File: src/rtl/i2s_capture_ctrl.sv
// i2s_capture_ctrl: I2S microphone capture controller.
// Generates SCLK/WS from the master clock, deserializes left-justified SD
// words (MSB first) and offers them downstream with a sticky overflow flag.
// Build option MONO_LEFT_EN: when defined, right-channel words are dropped
// silently (no load, no overflow) and sample_chan is always 0.
//
// Output handshake: sample_valid rises with a new word and stays high, with
// sample_data/sample_chan stable, until a cycle in which sample_ready is also
// high. That cycle is the transfer; a word completing in that same cycle
// loads directly behind it.
module i2s_capture_ctrl #(
    parameter int CLK_DIV  = 75,
    parameter int SAMPLE_W = 16
) (
    input  logic                clk,
    input  logic                reset,
    input  logic                start,
    input  logic                stop,
    output logic                busy,
    output logic                sclk_out,
    output logic                ws_out,
    input  logic                sd_in,
    output logic [SAMPLE_W-1:0] sample_data,
    output logic                sample_chan,
    output logic                sample_valid,
    input  logic                sample_ready,
    output logic                overflow,
    input  logic                clear_ovf,
    output logic [1:0]          state_dbg
);

    localparam int DIV_W = (CLK_DIV > 1) ? $clog2(CLK_DIV) : 1;
    localparam int BIT_W = $clog2(2 * SAMPLE_W);
    localparam logic [DIV_W-1:0] DIV_LAST  = DIV_W'(CLK_DIV - 1);
    localparam logic [BIT_W-1:0] BIT_LAST  = BIT_W'(2 * SAMPLE_W - 1);
    localparam logic [BIT_W-1:0] LEFT_LAST = BIT_W'(SAMPLE_W - 1);
    localparam logic [BIT_W-1:0] RIGHT_LO  = BIT_W'(SAMPLE_W);

    typedef enum logic [1:0] {
        IDLE     = 2'd0,
        RUN      = 2'd1,
        STOPPING = 2'd2
    } state_t;

    state_t state, state_nxt;

    logic [DIV_W-1:0]    div_ctr;
    logic [BIT_W-1:0]    bit_ctr;
    logic [SAMPLE_W-2:0] shift_q;
    logic [SAMPLE_W-1:0] word;
    logic                div_wrap;
    logic                rise_tog;
    logic                fall_tog;
    logic                frame_end;
    logic                word_done;
    logic                deliver;
    logic                out_free;

    assign busy      = (state != IDLE);
    assign state_dbg = state;
    assign ws_out    = (bit_ctr >= RIGHT_LO);

    assign div_wrap  = busy && (div_ctr == DIV_LAST);
    assign rise_tog  = div_wrap && !sclk_out;
    assign fall_tog  = div_wrap && sclk_out;
    assign frame_end = fall_tog && (bit_ctr == BIT_LAST);

    // The last bit of a word is taken straight from sd_in in its rising cycle.
    assign word      = {shift_q, sd_in};
    assign word_done = rise_tog && ((bit_ctr == LEFT_LAST) || (bit_ctr == BIT_LAST));
    assign out_free  = !sample_valid || sample_ready;

`ifdef MONO_LEFT_EN
    assign deliver = word_done && !ws_out;
`else
    assign deliver = word_done;
`endif

    // Control FSM state register.
    always_ff @(posedge clk or posedge reset) begin
        if (reset) begin
            state <= IDLE;
        end else begin
            state <= state_nxt;
        end
    end

    // Next state: start/stop sequencing; a stop only lands on a frame end.
    always_comb begin
        state_nxt = state;
        case (state)
            IDLE: begin
                if (start && !stop) begin
                    state_nxt = RUN;
                end
            end
            RUN: begin
                if (stop) begin
                    state_nxt = STOPPING;
                end
            end
            STOPPING: begin
                if (start) begin
                    state_nxt = RUN;
                end else if (frame_end) begin
                    state_nxt = IDLE;
                end
            end
            default: state_nxt = IDLE;
        endcase
    end

    // SCLK divider and bit counter; everything parks at zero while idle.
    always_ff @(posedge clk or posedge reset) begin
        if (reset) begin
            div_ctr  <= '0;
            bit_ctr  <= '0;
            sclk_out <= 1'b0;
        end else if (!busy) begin
            div_ctr  <= '0;
            bit_ctr  <= '0;
            sclk_out <= 1'b0;
        end else if (div_wrap) begin
            div_ctr  <= '0;
            sclk_out <= ~sclk_out;
            if (fall_tog) begin
                bit_ctr <= (bit_ctr == BIT_LAST) ? '0 : bit_ctr + BIT_W'(1);
            end
        end else begin
            div_ctr <= div_ctr + DIV_W'(1);
        end
    end

    // Shift sd_in into the word LSB end on every SCLK rising toggle.
    always_ff @(posedge clk or posedge reset) begin
        if (reset) begin
            shift_q <= '0;
        end else if (rise_tog) begin
            shift_q <= word[SAMPLE_W-2:0];
        end
    end

    // Output holding register with valid/ready handshake.
    always_ff @(posedge clk or posedge reset) begin
        if (reset) begin
            sample_data  <= '0;
            sample_chan  <= 1'b0;
            sample_valid <= 1'b0;
        end else if (deliver && out_free) begin
            sample_data  <= word;
`ifdef MONO_LEFT_EN
            sample_chan  <= 1'b0;
`else
            sample_chan  <= ws_out;
`endif
            sample_valid <= 1'b1;
        end else if (sample_valid && sample_ready) begin
            sample_valid <= 1'b0;
        end
    end

    // Sticky overflow: a dropped word wins over clear_ovf in the same cycle.
    always_ff @(posedge clk or posedge reset) begin
        if (reset) begin
            overflow <= 1'b0;
        end else if (deliver && !out_free) begin
            overflow <= 1'b1;
        end else if (clear_ovf) begin
            overflow <= 1'b0;
        end
    end

endmodule

File: config.mk
export PLATFORM = sky130hd
export DESIGN_NAME = i2s_capture_ctrl
export DESIGN_NICKNAME = d
export VERILOG_FILES = /design/src/rtl/i2s_capture_ctrl.sv
export SDC_FILE = /design/constraint.sdc
export NUM_CORES = 1
export LEC_CHECK = 0
export CAP_MARGIN = 5
export CORE_AREA = 2 2 50 86
export CTS_CLUSTER_DIAMETER = 60
export CTS_CLUSTER_SIZE = 28
export DETAILED_ROUTE_END_ITERATION = 8
export DIE_AREA = 0 0 52 88
export HOLD_SLACK_MARGIN = 0.06
export PLACE_DENSITY = 0.82
export SETUP_SLACK_MARGIN = 0.4
export SLEW_MARGIN = 20
export SYNTH_ARGS = -nofsm -noshare
export SYNTH_HDL_FRONTEND = slang
export SYNTH_SLANG_ARGS = --single-unit
File: constraint.sdc
create_clock -name clk -period 4.51 [get_ports clk]
set_input_delay 0.902 -clock clk [delete_from_list [all_inputs] [get_ports clk]]
set_output_delay 0.902 -clock clk [all_outputs]
set_load 0.05 [all_outputs]
Yosys cells after proc, flatten, opt, wreduce, memory -nomap -nowiden
Cells that the tools add are included.

Bitwise gates (word level): 1. Divide/modulo/power cells: 0. Equality and inequality tests: 10. Reduce and logical (&&, ||, !) cells: 21. Magnitude comparators: 1. $add $sub $neg: 2. Mux-type cells: 17. $mul: 0. Shift-type cells: 0.

Operator list (number): 5-bit two-way mux (4); 7-bit two-way mux (2); 1-bit logical AND (9); 2-bit two-way mux (4); 7-bit by 1-bit adder with 7-bit output, second input constant (1); 7-bit == test, second input constant (1); 1-bit two-way mux (6); 2-bit case mux with 3 select lines (1); 2-bit nonzero test (3); 5-bit by 1-bit adder with 5-bit output, second input constant (1); 5-bit by 4-bit == test with 1-bit output, second input constant (1); 5-bit == test, second input constant (1); 5-bit >= comparator, second input constant (1); 1-bit logical NOT (4); 2-bit by 1-bit != test with 1-bit output, second input constant (2); 2-bit != test, second input constant (2); 3-bit != test, second input constant (1); 3-bit AND reduction (1); 2-bit by 1-bit == test with 1-bit output, second input constant (1); 2-bit == test, second input constant (1); 2-bit logical NOT (1); 1-bit logical OR (2); 2-bit AND reduction (1); 1-bit inverter (1).

Logic and storage cells: 61. Output and inout port bits: 24. Register bits after elaboration: 49. Memories kept: 0. Bits in read-only memories: 0. Latch bits: 0. RAM bits: 0.

Longest topological paths before layout
Word-level depth: 7. Depth in mapped cells: 7. Depth with buffers taken out: 6.

Least setup slack after synthesis
No wires, ideal clock.

Path kind: reg-to-output. From: reg state[0], in the netlist state_dbg[0]. To: out busy. Setup slack: 2.159 ns. Stages on the path, launching flop included: 3. Data arrival time: 1.449 ns. Data required time: 3.608 ns. Path through: dfrtp_1 > nor2_1 > inv_1.

Cells in the longest elaborated chain, start to end: 1.

RTL lines: from (decl) (line 45) `state_t state, state_nxt;`; from (signal assigned) (line 84) `state <= state_nxt;`; 2-bit nonzero test (line 59) `assign busy = (state != IDLE);`; to (decl) (line 19) `output logic busy,`.

No other way between the ends.

Worst setup path after layout
Ends and elaborated chain as after synthesis.

==> impl_metrics.yaml <==
clocking:
  clk_pin_slew_ns: 0.08
  post-cts-setup-buffers: 0
  cts_sinks: 49
  ctsHoldBuffers: 0
  worstSkewPairLatency_ns: 0.31
  cts.repair.resized: 0
  clockBufferDepth: 2
  clockRootBuffer: "clkbuf_8"
  cts_tree: "yes"
  cts_buffers: 5
  cts-htree-levels: 2
logic_synthesis:
  ys.flop_type: "dfrtp_1"
  synth_area_um2: 2110
  synth.avg_cell_area_um2: 14.0
  yosysWarnings: 0
  ys_seq_area_frac: 0.580
  syn_inst: 151
  syn-num-nets: 164
  yosysUniqueCellTypes: 31
  yosysTopAreaCellShare: 0.580
  yosys.area.top_type: "dfrtp_1"
  synth_edf_count: 0
  async_reset_ff_frac: 1.00
  ys_ff_latch: 49
  synth_area_leaders: "dfrtp_1 (58%), mux2_2 (12%), mux2_4 (7.1%)"
worst_setup_path:
  end_kind: "output port"
  critPathBufInv: 2
  crit_family: "buffers and inverters"
  cp-start-kind: "flip-flop"
  slowest_delay_ns: 0.76
  path_class: "reg -> out"
  critPathMaxFanout: 9
  cp.arrival_ns: 2.27
  worstPathRequired_ns: 3.61
  crit_path_cell_trace: "nor2_1 -> inv_1 -> clkdlybuf4s50_1"
  worst_path_max_delay_cell: "clkdlybuf4s50_1"
grt:
  overflow: 0
  grt_pass1_vias: 1285
  antenna_found_initial: 0
  grt_first_pass_wirelength_um: 5970
  track_usage: 0.179
  grt_max_degree: 50
layout:
  nets: 198
  syn2layout_area_growth_pct: 21.6
  layout-drive-gt1-share: 0.247
  finalInstanceArea_um2: 2570
  post-route-util: 0.665
  diodes: 0
placed_design:
  dpl.hpwl_um: 2560
  placed_cell_area_um2: 2450
  io_buffers: 30
  place_congestion: 0.706
power_and_ir_drop:
  p_comb_frac: 0.115
  p_total_mw: 0.879
  sw_frac_of_total: 0.259
  seqPwrFrac: 0.533
  leakagePower_nw: 1.24
  p_sw_mw: 0.228
  p_per_area_nw_per_um2: 342
  pwr-share-clk: 0.352
  ir_worst_vdd_mv: 0.329
  p_int_mw: 0.652
floorplan:
  die_y_um: 88
  fp-row-count: 30
  dieWidth_um: 52
  core_region_area_um2: 3870
  num_io_pins: 31
  die-area_um2: 4580
  start_util: 0.547
routing:
  firstDrtPassIters: 4
  final_antenna_net_count: 0
  num_vias: 1244
  wl_um: 3480
  drt-vias-per-instance: 5.32
  drc_errors: 0
  wl_per_cell_um: 14.9
  drt_iter0_drc: 11
timing:
  finalSetupViolCount: 0
  finalCriticalPeriod_ns: 3.18
  worst_pin_slew_ns: 1.02
  fin_hold_ws_ns: 0.504
  maxSlewViolCount: 0
  maxSlewHeadroom: 0.320
  post-route-period-util: 0.704
  grt_setup_unrepaired: "no"
  final_hold_viol_count: 0
  fmax_mhz: 315
  setup_tns_ns: 0
  fin_skew_ns: 0.00425
flow_run:
  maxCapViolCount: 0
outcome:
  status: "completed"
min_path:
  hp-class: "reg -> reg"
==> cells by family (layout without fill, tap and decap cells) <==
kind of cell,Yosys count,in the layout,share of synthesized area
buf+inv,11,46,0.0237
compound gates,13,13,0.0503
mux,33,33,0.193
fa+ha+maj,6,6,0.0355
xor+xnor,6,6,0.0249
flops,49,49,0.580
simple gates,33,33,0.0924
==> Yosys cell counts (all sizes together) (3+ instances only) <==
| cell type | n |
|---|---|
| nand2b | 3 |
| ha | 6 |
| nand2 | 4 |
| dfrtp | 49 |
| xnor2 | 3 |
| o21ai | 3 |
| nor2 | 15 |
| mux2 | 32 |
| inv | 8 |
| xor2 | 3 |
==> power by group through the flow <==
stage	sequential, mW	combinational, mW	clock (mW)
4_1_cts	0.468	0.103	0.322
3_5_place_dp	0.477	0.102	0
2_1_floorplan	0.488	0.0552	0
5_1_grt	0.471	0.111	0.338
3_3_place_gp	0.475	0.0997	0
6_report	0.468	0.101	0.310
==> path summary, 6_finish.rpt <==
path / endpoint / slack [ns] / start / depth (start not counted)
worst max-delay path: busy / 1.33 / state_dbg[0]$_DFFE_PP0P_ / 3
worst min-delay path: div_ctr[0]$_DFF_PP0_ / 0.50 / div_ctr[0]$_DFF_PP0_ / 1
worst max register to register: sample_data[6]$_DFFE_PP0P_ / 1.83 / div_ctr[0]$_DFF_PP0_ / 6
worst min register to register: div_ctr[0]$_DFF_PP0_ / 0.50 / div_ctr[0]$_DFF_PP0_ / 1
max in group asynchronous: sample_data[11]$_DFFE_PP0P_ / 2.98 / reset / 2
min in group asynchronous: sample_data[0]$_DFFE_PP0P_ / 1.05 / reset / 2
==> registers in the layout, summed over array words and instances (netlist names) <==
register	flops
sample_chan	1
sclk_out	1
sample_valid	1
bit_ctr	5
shift_q	15
overflow	1
sample_data	16
div_ctr	7
state_dbg	2
==> through the flow <==
step                setup WS, ns  cells
floorplan                   2.16    151
finish                      1.33    234
CTS                         1.34    234
global route                1.24    234
global placement            1.68    226
detailed placement          1.70    226
==> metal layers <==
metal,vias to the layer above,wire length (µm),GRT usage
li1,591,-,-
met4,0,89,0.0909
met3,9,130,0.0495
met1,619,1360,0.194
met5,-,0,0
met2,25,1910,0.312
==> cells in the final DEF, fill, tap and decap left out, types with 2 or more instances in the layout <==
master            n
a32o_1            2
dfrtp_1          49
a21oi_1           2
xnor2_1           3
mux2_4           10
xor2_1            3
nand2_1           4
nand2b_1          3
ha_1              6
inv_1             7
nand3_1           2
nor2_1           15
nor3b_1           2
and3_1            2
o21ai_0           3
clkdlybuf4s50_1  30
mux2_2           22
clkbuf_8          5
==> cell type report <==
class                   count  area (µm²)
multi-input cells          91         837
well taps                  48        60.1
repair buffers             30         300
flip-flops and latches     49        1230
inverters                   8        31.3
fillers                   288        1300
clock buffers               5        68.8
clock inverters             3        46.3
Power figures use the tool's default switching activity.
